<file path="src/rtl/branch_resolve_unit_pkg.sv">
// Shared definitions for the execute-stage branch resolve unit:
// condition encodings, FSM states and instruction size.
package branch_resolve_unit_pkg;

   typedef enum logic [2:0] {
      BEQ    = 3'b000,
      BNE    = 3'b001,
      BR_NOP = 3'b010,
      BLT    = 3'b100,
      BGE    = 3'b101,
      BLTU   = 3'b110,
      BGEU   = 3'b111
   } br_ctrl_e;

   typedef enum logic [1:0] {
      IDLE     = 2'd0,
      EVAL     = 2'd1,
      REDIRECT = 2'd2
   } br_state_t;

   localparam int INSTR_BYTES = 4;

   // True only for real conditional codes; NOP and 3'b011 are not branches
   function automatic logic is_cond(input logic [2:0] c);
      return (c == BEQ) || (c == BNE) || (c == BLT) ||
             (c == BGE) || (c == BLTU) || (c == BGEU);
   endfunction

endpackage

</file>
<file path="src/rtl/branch_resolve_unit_if.sv">
// Branch-in / redirect-out bundle between decode, execute and fetch,
// plus the resolve status and performance counters.
interface branch_resolve_unit_if #(
   parameter int XLEN  = 32,
   parameter int PC_W  = 32,
   parameter int CNT_W = 32
);
   logic             br_valid;
   logic             br_ready;
   logic [2:0]       branch_control;
   logic [XLEN-1:0]  rs1_val;
   logic [XLEN-1:0]  rs2_val;
   logic [12:0]      imm;
   logic [PC_W-1:0]  pc;
   logic             pred_taken;
   logic             flush;
   logic             redir_valid;
   logic             redir_ready;
   logic [PC_W-1:0]  redir_pc;
   logic             resolved_valid;
   logic             resolved_taken;
   logic             br_misaligned;
   logic [CNT_W-1:0] br_count;
   logic [CNT_W-1:0] mispredict_count;

   modport master (
      output br_valid, branch_control, rs1_val, rs2_val,
      output imm, pc, pred_taken, flush, redir_ready,
      input  br_ready, redir_valid, redir_pc,
      input  resolved_valid, resolved_taken, br_misaligned,
      input  br_count, mispredict_count
   );

   modport slave (
      input  br_valid, branch_control, rs1_val, rs2_val,
      input  imm, pc, pred_taken, flush, redir_ready,
      output br_ready, redir_valid, redir_pc,
      output resolved_valid, resolved_taken, br_misaligned,
      output br_count, mispredict_count
   );
endinterface

</file>
<file path="src/rtl/branch_resolve_unit_compare.sv">
// Combinational B-type condition evaluation.
// Unknown codes and BR_NOP resolve as not taken.
module branch_compare
   import branch_resolve_unit_pkg::*;
#(
   parameter int XLEN = 32
) (
   input  logic [2:0]      branch_control,
   input  logic [XLEN-1:0] rs1_val,
   input  logic [XLEN-1:0] rs2_val,
   output logic            taken
);
   logic eq;
   logic lt;
   logic ltu;

   assign eq  = (rs1_val == rs2_val);
   assign lt  = ($signed(rs1_val) < $signed(rs2_val));
   assign ltu = (rs1_val < rs2_val);

   always_comb begin
      taken = 1'b0;
      unique case (1'b1)
         (branch_control == BEQ):  taken = eq;
         (branch_control == BNE):  taken = !eq;
         (branch_control == BLT):  taken = lt;
         (branch_control == BGE):  taken = !lt;
         (branch_control == BLTU): taken = ltu;
         (branch_control == BGEU): taken = !ltu;
         default:                  taken = 1'b0;
      endcase
   end
endmodule

</file>
<file path="src/rtl/branch_resolve_unit.sv">
// Execute-stage branch resolution: condition, target, mispredict
// redirect to fetch over valid/ready, saturating perf counters.
module branch_resolve_unit
   import branch_resolve_unit_pkg::*;
#(
   parameter int XLEN  = 32,
   parameter int PC_W  = 32,
   parameter int CNT_W = 32
) (
   input logic                 clk,
   input logic                 rst_n,
   branch_resolve_unit_if.slave bus
);
   br_state_t        state_q, state_d;
   logic [2:0]       ctrl_q, ctrl_d;
   logic [XLEN-1:0]  rs1_q, rs1_d;
   logic [XLEN-1:0]  rs2_q, rs2_d;
   logic [12:0]      imm_q, imm_d;
   logic [PC_W-1:0]  pc_q, pc_d;
   logic             pred_q, pred_d;
   logic             res_valid_q, res_valid_d;
   logic             res_taken_q, res_taken_d;
   logic             misal_q, misal_d;
   logic             redir_valid_q, redir_valid_d;
   logic [PC_W-1:0]  redir_pc_q, redir_pc_d;
   logic [CNT_W-1:0] br_cnt_q, br_cnt_d;
   logic [CNT_W-1:0] mis_cnt_q, mis_cnt_d;

   logic             taken;
   logic [PC_W-1:0]  target;
   logic [PC_W-1:0]  fallthru;

   branch_compare #(.XLEN(XLEN)) u_cmp (
      .branch_control (ctrl_q),
      .rs1_val        (rs1_q),
      .rs2_val        (rs2_q),
      .taken          (taken)
   );

   // Both adders wrap modulo 2^PC_W
   assign target   = pc_q + {{(PC_W-13){imm_q[12]}}, imm_q};
   assign fallthru = pc_q + PC_W'(INSTR_BYTES);

   always_comb begin
      state_d       = state_q;
      ctrl_d        = ctrl_q;
      rs1_d         = rs1_q;
      rs2_d         = rs2_q;
      imm_d         = imm_q;
      pc_d          = pc_q;
      pred_d        = pred_q;
      res_valid_d   = 1'b0;
      res_taken_d   = 1'b0;
      misal_d       = 1'b0;
      redir_valid_d = redir_valid_q;
      redir_pc_d    = redir_pc_q;
      br_cnt_d      = br_cnt_q;
      mis_cnt_d     = mis_cnt_q;
      unique case (state_q)
         IDLE: begin
            if (bus.br_valid && !bus.flush) begin
               ctrl_d  = bus.branch_control;
               rs1_d   = bus.rs1_val;
               rs2_d   = bus.rs2_val;
               imm_d   = bus.imm;
               pc_d    = bus.pc;
               pred_d  = bus.pred_taken;
               state_d = EVAL;
            end
         end
         EVAL: begin
            state_d = IDLE;
            if (!bus.flush) begin
               res_valid_d = 1'b1;
               res_taken_d = taken;
               if (is_cond(ctrl_q) && !(&br_cnt_q))
                  br_cnt_d = br_cnt_q + CNT_W'(1);
               if (taken && (target[1:0] != 2'b00)) begin
                  misal_d = 1'b1;
               end else if (taken != pred_q) begin
                  redir_valid_d = 1'b1;
                  redir_pc_d    = taken ? target : fallthru;
                  if (!(&mis_cnt_q))
                     mis_cnt_d = mis_cnt_q + CNT_W'(1);
                  state_d = REDIRECT;
               end
            end
         end
         REDIRECT: begin
            if (bus.redir_ready || bus.flush) begin
               redir_valid_d = 1'b0;
               state_d       = IDLE;
            end
         end
         default: begin
            redir_valid_d = 1'b0;
            state_d       = IDLE;
         end
      endcase
   end

   always_ff @(posedge clk or negedge rst_n) begin
      if (!rst_n) begin
         state_q       <= IDLE;
         ctrl_q        <= '0;
         rs1_q         <= '0;
         rs2_q         <= '0;
         imm_q         <= '0;
         pc_q          <= '0;
         pred_q        <= 1'b0;
         res_valid_q   <= 1'b0;
         res_taken_q   <= 1'b0;
         misal_q       <= 1'b0;
         redir_valid_q <= 1'b0;
         redir_pc_q    <= '0;
         br_cnt_q      <= '0;
         mis_cnt_q     <= '0;
      end else begin
         state_q       <= state_d;
         ctrl_q        <= ctrl_d;
         rs1_q         <= rs1_d;
         rs2_q         <= rs2_d;
         imm_q         <= imm_d;
         pc_q          <= pc_d;
         pred_q        <= pred_d;
         res_valid_q   <= res_valid_d;
         res_taken_q   <= res_taken_d;
         misal_q       <= misal_d;
         redir_valid_q <= redir_valid_d;
         redir_pc_q    <= redir_pc_d;
         br_cnt_q      <= br_cnt_d;
         mis_cnt_q     <= mis_cnt_d;
      end
   end

   assign bus.br_ready         = (state_q == IDLE);
   assign bus.redir_valid      = redir_valid_q;
   assign bus.redir_pc         = redir_pc_q;
   assign bus.resolved_valid   = res_valid_q;
   assign bus.resolved_taken   = res_taken_q;
   assign bus.br_misaligned    = misal_q;
   assign bus.br_count         = br_cnt_q;
   assign bus.mispredict_count = mis_cnt_q;
endmodule

</file>
<file path="src/flat_wrapper.sv">
// flat-port wrapper written by rule: the top's interface ports become plain ports
module branch_resolve_unit_flat import branch_resolve_unit_pkg::*;
#(
   parameter int XLEN  = 32,
   parameter int PC_W  = 32,
   parameter int CNT_W = 32
)
  (clk, rst_n, bus_br_valid, bus_branch_control, bus_rs1_val, bus_rs2_val, bus_imm, bus_pc, bus_pred_taken, bus_flush, bus_redir_ready, bus_br_ready, bus_redir_valid, bus_redir_pc, bus_resolved_valid, bus_resolved_taken, bus_br_misaligned, bus_br_count, bus_mispredict_count);
  branch_resolve_unit_if #(.XLEN(XLEN), .PC_W(PC_W), .CNT_W(CNT_W)) bus_i ();
  input logic clk;
  input logic rst_n;
  input wire logic [$bits(bus_i.br_valid)-1:0] bus_br_valid;
  input wire logic [$bits(bus_i.branch_control)-1:0] bus_branch_control;
  input wire logic [$bits(bus_i.rs1_val)-1:0] bus_rs1_val;
  input wire logic [$bits(bus_i.rs2_val)-1:0] bus_rs2_val;
  input wire logic [$bits(bus_i.imm)-1:0] bus_imm;
  input wire logic [$bits(bus_i.pc)-1:0] bus_pc;
  input wire logic [$bits(bus_i.pred_taken)-1:0] bus_pred_taken;
  input wire logic [$bits(bus_i.flush)-1:0] bus_flush;
  input wire logic [$bits(bus_i.redir_ready)-1:0] bus_redir_ready;
  output wire logic [$bits(bus_i.br_ready)-1:0] bus_br_ready;
  output wire logic [$bits(bus_i.redir_valid)-1:0] bus_redir_valid;
  output wire logic [$bits(bus_i.redir_pc)-1:0] bus_redir_pc;
  output wire logic [$bits(bus_i.resolved_valid)-1:0] bus_resolved_valid;
  output wire logic [$bits(bus_i.resolved_taken)-1:0] bus_resolved_taken;
  output wire logic [$bits(bus_i.br_misaligned)-1:0] bus_br_misaligned;
  output wire logic [$bits(bus_i.br_count)-1:0] bus_br_count;
  output wire logic [$bits(bus_i.mispredict_count)-1:0] bus_mispredict_count;
  assign bus_i.br_valid = bus_br_valid;
  assign bus_i.branch_control = bus_branch_control;
  assign bus_i.rs1_val = bus_rs1_val;
  assign bus_i.rs2_val = bus_rs2_val;
  assign bus_i.imm = bus_imm;
  assign bus_i.pc = bus_pc;
  assign bus_i.pred_taken = bus_pred_taken;
  assign bus_i.flush = bus_flush;
  assign bus_i.redir_ready = bus_redir_ready;
  assign bus_br_ready = bus_i.br_ready;
  assign bus_redir_valid = bus_i.redir_valid;
  assign bus_redir_pc = bus_i.redir_pc;
  assign bus_resolved_valid = bus_i.resolved_valid;
  assign bus_resolved_taken = bus_i.resolved_taken;
  assign bus_br_misaligned = bus_i.br_misaligned;
  assign bus_br_count = bus_i.br_count;
  assign bus_mispredict_count = bus_i.mispredict_count;
  branch_resolve_unit #(.XLEN(XLEN), .PC_W(PC_W), .CNT_W(CNT_W)) u_core (.clk(clk), .rst_n(rst_n), .bus(bus_i));
endmodule
</file>
<file path="config.mk">
export PLATFORM = sky130hd
export DESIGN_NAME = branch_resolve_unit_flat
export DESIGN_NICKNAME = d
export VERILOG_FILES = /design/src/rtl/branch_resolve_unit_pkg.sv /design/src/rtl/branch_resolve_unit_if.sv /design/src/rtl/branch_resolve_unit_compare.sv /design/src/rtl/branch_resolve_unit.sv /design/src/flat_wrapper.sv
export SDC_FILE = /design/constraint.sdc
export NUM_CORES = 1
export LEC_CHECK = 0
export ABC_AREA = 1
export CORE_MARGIN = 4
export CORE_UTILIZATION = 50
export CTS_BUF_LIST = sky130_fd_sc_hd__clkbuf_8
export DETAILED_ROUTE_END_ITERATION = 8
export PLACE_DENSITY = 0.82
export SLEW_MARGIN = 20
export SYNTH_ARGS = -nofsm -noshare
export SYNTH_HDL_FRONTEND = slang
export SYNTH_SLANG_ARGS = --single-unit
</file>
<file path="constraint.sdc">
create_clock -name clk -period 2.5 [get_ports clk]
set_input_delay 0.625 -clock clk [delete_from_list [all_inputs] [get_ports clk]]
set_output_delay 0.625 -clock clk [all_outputs]
set_load 0.02 [all_outputs]
</file>
* Yosys cells after proc, flatten, opt, wreduce, memory -nomap -nowiden
Index checks and enable logic that the tools add are counted. Widths: inputs -> output; s select.
Operators by class: add/sub/neg operators 4, magnitude comparators 2, equal/unequal tests 14, mux-type cells 20, bitwise operators 4, reduce and logical (&&, ||, !) cells 25
Operators by type and width (number):
- $add 32x1->32 const B | 2
- $lt 32x32->1 | 2
- $reduce_and 32->1 | 2
- $add 32x3->32 const B | 1
- $add 32x32->32 | 1
- $eq 32x32->1 | 1
- $mux 32 | 1
- $eq 3x3->1 const B | 4
- $mux 1 | 11
- $mux 2 | 5
- $reduce_and 5->1 | 2
- $logic_or 1x1->1 | 6
- $ne 2x1->1 const B | 3
- $pmux 1 s6 | 1
- $pmux 2 s3 | 1
- $logic_not 1->1 | 5
- $ne 2x2->1 const B | 2
- $not 1->1 | 4
- $reduce_and 2->1 | 2
- $reduce_and 4->1 | 1
- $eq 3x1->1 const B | 1
- $logic_and 1x1->1 | 3
- $logic_not 3->1 | 1
- $pmux 1 s3 | 1
- 6 further kinds | 6
Storage, ports and cells: flip-flop bits (word level) 215, bits of input ports 118, output and inout bits 101, logic and storage cells 83

* Longest topological paths before layout
depth in word-level cells 8, gate-level depth with buffers 22, depth with buffers taken out 20

* Hierarchy
From an unflattened synthesis, not the netlist that was laid out.
Unflattened totals: cells, all modules 1969, area total of the unflattened synthesis 13565.5 sq um
By module, submodules not included:
- branch_resolve_unit | instances 1, cells each 1800, area an instance 12574.6 sq um, sequential area each 5380.2 sq um
- branch_compare | instances 1, cells each 169, area an instance 991.0 sq um, sequential area each 0.0 sq um

* Least setup slack after synthesis
Ideal clock, no wire load.
kind register to register, from register u_core.rs1_q[31], to register u_core.mis_cnt_q[26] (netlist: u_core.bus.mispredict_count[26]), library setup time 65 ps, data arrival time 2363 ps, required time 2435 ps, path slack 72 ps, cell stages (with the launch flop) 20, buffers on the path 2, period minus slack after synthesis 2428 ps, cells stage by stage dfrtp_1 > ha_1 > nand2_1 > nor2_1 > nand2_1 > inv_2 > nand2_1 > nor2_1 > nand2_1 > nand3_2 > nand2_2 > a21oi_4 > nand2_4 > nand2_4 > nand2_2 > nor2_2 > buf_6 > buf_6 > nand3_1 > nand2_1
On the way: longest elaborated chain between the ends 6, elaborated cells on any way between the ends 11, classes of those cells 2 x order compare; 2 x eq/ne; 1 x mux; 1 x bitwise; 5 x reduce/logical
Ends and longest elaborated chain:
- start, declared | line branch_resolve_unit.sv:16 | logic [XLEN-1:0] rs1_q, rs1_d;
- start signal, assigned | line branch_resolve_unit.sv:121 | rs1_q <= rs1_d;
- $lt 32x32->1 (tied with other cells) | line branch_resolve_unit_compare.sv:19 | assign ltu = (rs1_val < rs2_val);
- $logic_not 1->1, on equally long branches | line branch_resolve_unit_compare.sv:29, branch_resolve_unit_compare.sv:25, branch_resolve_unit_compare.sv:27
- $pmux 1 s6 * | line branch_resolve_unit_compare.sv:23 | unique case (1'b1)
- $logic_and 1x1->1 | line branch_resolve_unit.sv:78 | if (taken && (target[1:0] != 2'b00)) begin
- $not 1->1 (no line)
- $reduce_and 5->1 (no line) *
- end signal, assigned | line branch_resolve_unit.sv:132 | mis_cnt_q <= mis_cnt_d;
- end, declared | line branch_resolve_unit.sv:27 | logic [CNT_W-1:0] mis_cnt_q, mis_cnt_d;
Every way passes the cells marked *; elsewhere a longest branch is shown, timed or not. A chain may end at the register's enable or synchronous reset.

* Worst setup path after layout
from register u_core.rs2_q[31], to register u_core.mis_cnt_q[6] (netlist: u_core.bus.mispredict_count[6])
On the way: longest elaborated chain between the ends 6, elaborated cells on any way between the ends 11, classes of those cells 2 x order compare; 2 x eq/ne; 1 x mux; 1 x bitwise; 5 x reduce/logical
Ends and longest elaborated chain:
- start, declared | line branch_resolve_unit.sv:17 | logic [XLEN-1:0] rs2_q, rs2_d;
- start signal, assigned | line branch_resolve_unit.sv:122 | rs2_q <= rs2_d;
- $lt 32x32->1 (tied with other cells) | line branch_resolve_unit_compare.sv:19
- $logic_not 1->1, on equally long branches | line branch_resolve_unit_compare.sv:29, branch_resolve_unit_compare.sv:25, branch_resolve_unit_compare.sv:27
- $pmux 1 s6 * | line branch_resolve_unit_compare.sv:23
- $logic_and 1x1->1 | line branch_resolve_unit.sv:78
- $not 1->1 (no line)
- $reduce_and 5->1 (no line) *
Marks and branches as above.

==> impl_metrics.toml <==
[run_status]
status = "complete, but fails checks"
violations = "setup timing"

[drt]
num_vias = 13405
antenna_left = 0
post-route-drc-count = 0
via_per_inst = 5.36
first_pass_iters = 5
drt_iter0_markers = 1099
post_drt_wl_per_cell_um = 16.6
wirelength_mm = 41.6

[setup_path]
path_max_fanout = 8
critPathKind = "flip-flop to flip-flop"
max_stage_delay_ns = 0.36
crit_buf_inv = 4
crit_family = "simple AND/OR/NAND/NOR gates"
worstSetupEndpointType = "flip-flop"
cp_cell_sequence = "inv_1 -> ha_4 -> a21o_1 -> nor2_1 -> nand2_2 -> a21oi_4 -> nand4_1 -> a21oi_4 -> nand2_4 -> buf_6 -> nand2_4 -> nand2_4 -> nand4_1 -> buf_6 -> clkbuf_16 -> nand2_2 -> nand2_1"
worst_ep_required_time_ns = 2.99
slowest_stage = "dfrtp_1"
worstPathArrival_ns = 3.24
crit_top_cell = "nand2_4"
critPathLaunchType = "flip-flop"

[timing]
slew_headroom = 0.624
skew_ns = 0.0354
fmax_mhz = 363
tightest_slew_ns = 0.559
rsz0062_at_grt = "yes"
finalSetupViolations = 64
layout_min_cycle_time_ns = 2.75
final_hold_viol_count = 0
finalWorstSetupSlack_ns = -0.252
finalCritPeriodShare = 1.10
drv_slew = 0

[die]
die_w_um = 170
core-area_um2 = 26000
die-area_um2 = 29000
start_util = 0.507
num_rows = 59
fp.dieH_um = 170
ios = 219

[clock_network]
cts_tree = "done"
clockRootBuffer = "clkbuf_8"
cts_buffers = 40
clock_sinks = 215
path_clk_slew_ns = 0.06
cts.path.max_buffers = 3
cts_hold_buf = 0
clock_latency_ns = 0.55
htree_levels = 2

[yosys]
syn_nets = 1981
yosysTopAreaCellShare = 0.408
synth-seq-area-share = 0.408
yosysMostFrequentCell = "nand2_1"
ys_seq_elements = 215
async_reset_ff_frac = 1.00
synthTopCellsByCount = "nand2_1, dfrtp_1, inv_1"
yosysUniqueCellTypes = 35
yosys_warnings = 0
synth_cells = 1796
synth_area_leaders = "dfrtp_1, nand2_1, ha_1"
yosys_most_used_dff = "dfrtp_1"
syn-cell-area_um2 = 13200
syn_area_per_cell_um2 = 7.34
synth-edff-count = 0
synth_largest_area_cell = "dfrtp_1"

[placed_design]
hpwl_mm = 30.8
gp_congestion = 0.938
pre_cts_ws_ns = -0.231
place_inst = 2402
numPortBuffers = 218

[final_layout]
final_cells = 2501
finalNetCount = 2318
drive_gt1_frac = 0.133
regArea_um2 = 5380
syn_to_final_growth_pct = 36.7
fillCellCount = 2125
multi_input_area_um2 = 7390

[power_and_ir_drop]
peakVddDrop_v = 0.000733
p_per_area_nw_per_um2 = 977
p_leak_nw = 8.73

[hold_path]
hold_class = "primary input to async pin"

[job]
max-cap-violations = 0

[global_routing]
antenna_found_initial = 4
grt_pass1_wl_mm = 64.4
grt_usage = 0.274
grt_pass1_vias = 12810
grt_max_degree = 52
overflow = 0
-- per-layer routing --
layer | wire length (µm) | vias up | GRT usage
met4 | 1280 | 2 | 0.0878
met3 | 3450 | 91 | 0.0465
met1 | 17600 | 6261 | 0.378
met5 | 11 | - | 0
li1 | - | 6485 | -
met2 | 19300 | 566 | 0.441
-- worst reg2reg max path, stage by stage (launching register included) --
cell and delay, ns:
dfrtp_1 0.36, inv_1 0.11, ha_4 0.22, a21o_1 0.17, nor2_1 0.12, nand2_2 0.08, a21oi_4 0.20, nand4_1 0.20
a21oi_4 0.27, nand2_4 0.12, buf_6 0.13, nand2_4 0.05, nand2_4 0.07, nand4_1 0.11, buf_6 0.17, clkbuf_16 0.20
nand2_2 0.05, nand2_1 0.06
-- cells in the final DEF, fill, tap and decap left out, types with 8 or more instances in the layout --
| master | count |
|---|---|
| xor2_1 | 77 |
| a21oi_1 | 48 |
| nor4_1 | 21 |
| dfrtp_1 | 215 |
| inv_1 | 138 |
| nand2_2 | 33 |
| clkdlybuf4s50_1 | 216 |
| buf_12 | 14 |
| nand2_1 | 645 |
| nand2_4 | 11 |
| ha_1 | 57 |
| xnor2_1 | 30 |
| nand3_1 | 95 |
| nand4_1 | 39 |
| nor2_1 | 126 |
| nor2_2 | 8 |
| clkbuf_8 | 51 |
| buf_6 | 8 |
| o21ai_0 | 99 |
| nand3_2 | 9 |
| ha_4 | 9 |
| nor3_1 | 41 |
| clkinv_2 | 9 |
| buf_4 | 99 |
-- where the power goes --
part / switching, mW / internal (mW)
Sequential: 0.749 / 4.33
Clock: 1.58 / 2.03
Combinational: 5.16 / 3.76
-- cells by family after synthesis --
group	share of synthesized area
xor+xnor	0.0711
flops	0.408
compound gates	0.0712
fa+ha+maj	0.0642
buf+inv	0.0586
simple gates	0.327
-- registers in the layout, summed over array words and instances, names as in the netlist --
register,cells
u_core.imm_q,13
u_core.bus.br_misaligned,1
u_core.bus.redir_valid,1
u_core.bus.mispredict_count,32
u_core.pc_q,32
u_core.bus.redir_pc,32
u_core.rs2_q,32
u_core.pred_q,1
u_core.bus.resolved_taken,1
u_core.rs1_q,32
u_core.state_q,2
u_core.bus.resolved_valid,1
u_core.bus.br_count,32
u_core.ctrl_q,3
-- worst paths after layout --
kind,from,endpoint,slack (ns),cells after the start
setup / recovery,u_core.rs2_q[31]$_DFFE_PN0P_,u_core.bus.mispredict_count[6]$_DFFE_PN0P_,-0.25,17
hold / removal,rst_n,u_core.bus.mispredict_count[27]$_DFFE_PN0P_,0.04,1
setup reg to reg,u_core.rs2_q[31]$_DFFE_PN0P_,u_core.bus.mispredict_count[6]$_DFFE_PN0P_,-0.25,17
hold reg to reg,u_core.bus.redir_pc[29]$_DFFE_PN0P_,u_core.bus.redir_pc[29]$_DFFE_PN0P_,0.48,2
max in group asynchronous,rst_n,u_core.bus.br_count[11]$_DFFE_PN0P_,1.72,2
min in group clk,u_core.bus.redir_pc[29]$_DFFE_PN0P_,u_core.bus.redir_pc[29]$_DFFE_PN0P_,0.48,2
-- area by class of cell --
cell class	count	area share
inverters	141	0.0295
multi-input cells	1391	0.410
clock inverters	21	0.00944
well taps	335	0.0233
repair buffers	344	0.190
diodes	4	0.000556
flip-flops and latches	215	0.299
clock buffers	50	0.0382
-- timing repair --
action / 4_1_cts / 5_1_grt
setup buffers: 10 / 9
endpoints found under the hold margin: 0 / 0
gates cloned: 3 / 4
pin swaps: 12 / 39
gates resized for setup: 30 / 73
setup endpoints to repair: 64 / 69
-- stage by stage --
| stage | area [µm²] | setup TNS [ns] | power, mW | hold slack (ns) | utilization |
|---|---|---|---|---|---|
| global route | 18000 | -20.33 | 18.8 | 0.0464 | 0.693 |
| CTS | 17600 | -7.76 | 17.0 | 0.0347 | 0.677 |
| detailed placement | 16500 | -12.50 | 13.0 | 0.471 | 0.633 |
| global placement | 16500 | -3.34 | 12.8 | 0.464 | 0.633 |
| finish | 18000 | -12.60 | 17.6 | 0.0361 | 0.693 |
| floorplan | 13200 | 0 | 9.82 | 0.329 | - |
Note: power is estimated with default switching activity, not from simulation.
==> RTL edit (same settings) <==
The 3 states of `br_state_t` get a one-hot encoding in 3 bits.
--- a/src/rtl/branch_resolve_unit_pkg.sv
+++ b/src/rtl/branch_resolve_unit_pkg.sv
@@ -14,6 +14,6 @@
 
-   typedef enum logic [1:0] {
-      IDLE     = 2'd0,
-      EVAL     = 2'd1,
-      REDIRECT = 2'd2
+   typedef enum logic [2:0] {
+      IDLE     = 3'b001,
+      EVAL     = 3'b010,
+      REDIRECT = 3'b100
    } br_state_t;
Check against the original RTL: same outputs for any inputs over 4 cycles, from zero or initial values and one cycle with rst_n low; so few cycles prove little.
==> RTL edit against the original RTL <==
  * The run still ends with setup timing left
  * Design area down 0.33%
  * Power rose by 25%
  * Sequential cell count grew 1
  * Worst setup slack worse by 0.10 ns
  * Synthesized area decreased by 1.2%
  * Non-clock buffer count up 47
  * Routed wire length is 5.5% lower
  * First-iteration DRC count is 2.1% lower
  * Die area down 1.2%
  * Critical endpoint is now u_core.bus.redir_pc[17]
==> RTL edit: results (changes against the original RTL) <==
metric,value,unit,change
clock_skew,0.0244,ns,-0.0110 ns
gp_congestion,0.968,,+3.2%
grt_pass1_vias,13100,,+2.1%
final_layout_size_suffix_gt1_share,14.8,%,+1.5 points
synth_common_cells,"nand2_1 (599), dfrtp_1 (215), inv_1 (158)",,
intPower,12.2,mW,+21%
synth_area_per_cell,7.55,sq um,+2.9%
synth_nets,1910,,-3.6%
violations,setup timing,,
grt_max_degree,68,,+31%
final_cells,2464,,-1.5%
status,finished with violations,,
power_leakage,8.57,nW,-1.9%
relSlewSlack,61.5,%,-0.91 points
first_iter_violations,1076,,-2.1%
setup_ws,-0.354,ns,-0.102 ns
fin_nets,2292,,-1.1%
grt_use_total,26.7,%,-0.63 points
setup_viol,68,,+6.3%
cp_max_fo,7,,-1
insertedDiodeCount,0,,-4
wl,39400,microns,-5.5%
ir_worst_vdd,0.000736,V,+0.37%
ys_seq_area_share,41.5,%,+0.70 points
dpl.hpwl,30200,microns,-1.9%
antenna_found_initial,1,,-3
-- RTL edit: final cells by class --
class | count | area [sq um]
clock inverters | 26 | 118
inverters | 160 | 604
repair buffers | 391 | 3690
clock buffers | 41 | 564
flip-flops and latches | 216 | 5410
multi-input cells | 1300 | 7160
fillers | 1959 | 7440
well taps | 330 | 413
-- RTL edit: power groups by stage --
stage                     clock network (mW)  logic (mW)  registers [mW]
after floorplan                            0        6.72            5.80
after global placement                     0        11.7            5.58
after detailed placement                   0        12.0            5.63
after CTS                               3.03        12.4            5.60
after global routing                    3.21        14.7            5.82
final                                   2.96        13.3            5.69
-- RTL edit: worst paths after layout --
path	startpoint	to	slack, ns	cells after the start
min in group clk	u_core.bus.redir_pc[12]	u_core.bus.redir_pc[12]	0.48	2
hold / removal	rst_n	u_core.bus.mispredict_count[9]	0.004	1
hold reg to reg	u_core.bus.redir_pc[12]	u_core.bus.redir_pc[12]	0.48	2
setup reg to reg	u_core.rs1_q[25]	u_core.bus.redir_pc[17]	-0.35	19
max in group asynchronous	rst_n	u_core.rs2_q[9]	1.74	2
setup / recovery	u_core.rs1_q[25]	u_core.bus.redir_pc[17]	-0.35	19
-- RTL edit: timing repair --
action / in CTS / in global routing
hold buffers: 0 / 0
cloned: 2 / 2
gates resized for setup: 20 / 82
pin swaps: 10 / 20
setup endpoints to repair: 70 / 73
buffers inserted: 3 / 8
-- RTL edit: stage by stage --
stage	setup WS (ns)	cell area (sq um)	power [mW]
after floorplan	0.000162	13000	12.5
after global placement	-0.254	16700	17.3
after detailed placement	-0.371	16700	17.6
after CTS	-0.333	17500	21.0
after global routing	-0.496	18000	23.7
final	-0.354	18000	21.9
-- RTL edit: per-layer routing --
metal / GRT usage (%) / wire (microns)
met1: 35.7 / 16500
met2: 45.1 / 18900
met3: 4.40 / 2910
met4: 7.84 / 981
met5: 0 / 8
-- RTL edit: kinds of logic (layout without fill, tap and decap cells) --
group | count (synthesis) | count (layout) | synth area share, %
fa+ha+maj | 67 | 67 | 6.50
flops | 216 | 216 | 41.5
compound gates | 228 | 228 | 9.44
simple gates | 892 | 892 | 28.5
xor+xnor | 113 | 113 | 7.60
buf+inv | 209 | 618 | 6.41
-- RTL edit: critical path: stages, from the launching register on --
cell	delay [ns]
dfrtp_1	0.42
ha_4	0.31
nand2_4	0.06
nor2_4	0.10
nand2_2	0.09
nor3b_4	0.24
nand2_2	0.10
nand2_1	0.07
o21ai_1	0.06
inv_1	0.08
nand2_2	0.06
nor2_4	0.13
buf_6	0.11
nand4_1	0.14
nand2_2	0.14
and2_4	0.20
nand2_8	0.11
clkbuf_16	0.19
nand2_4	0.05
o21ai_2	0.04
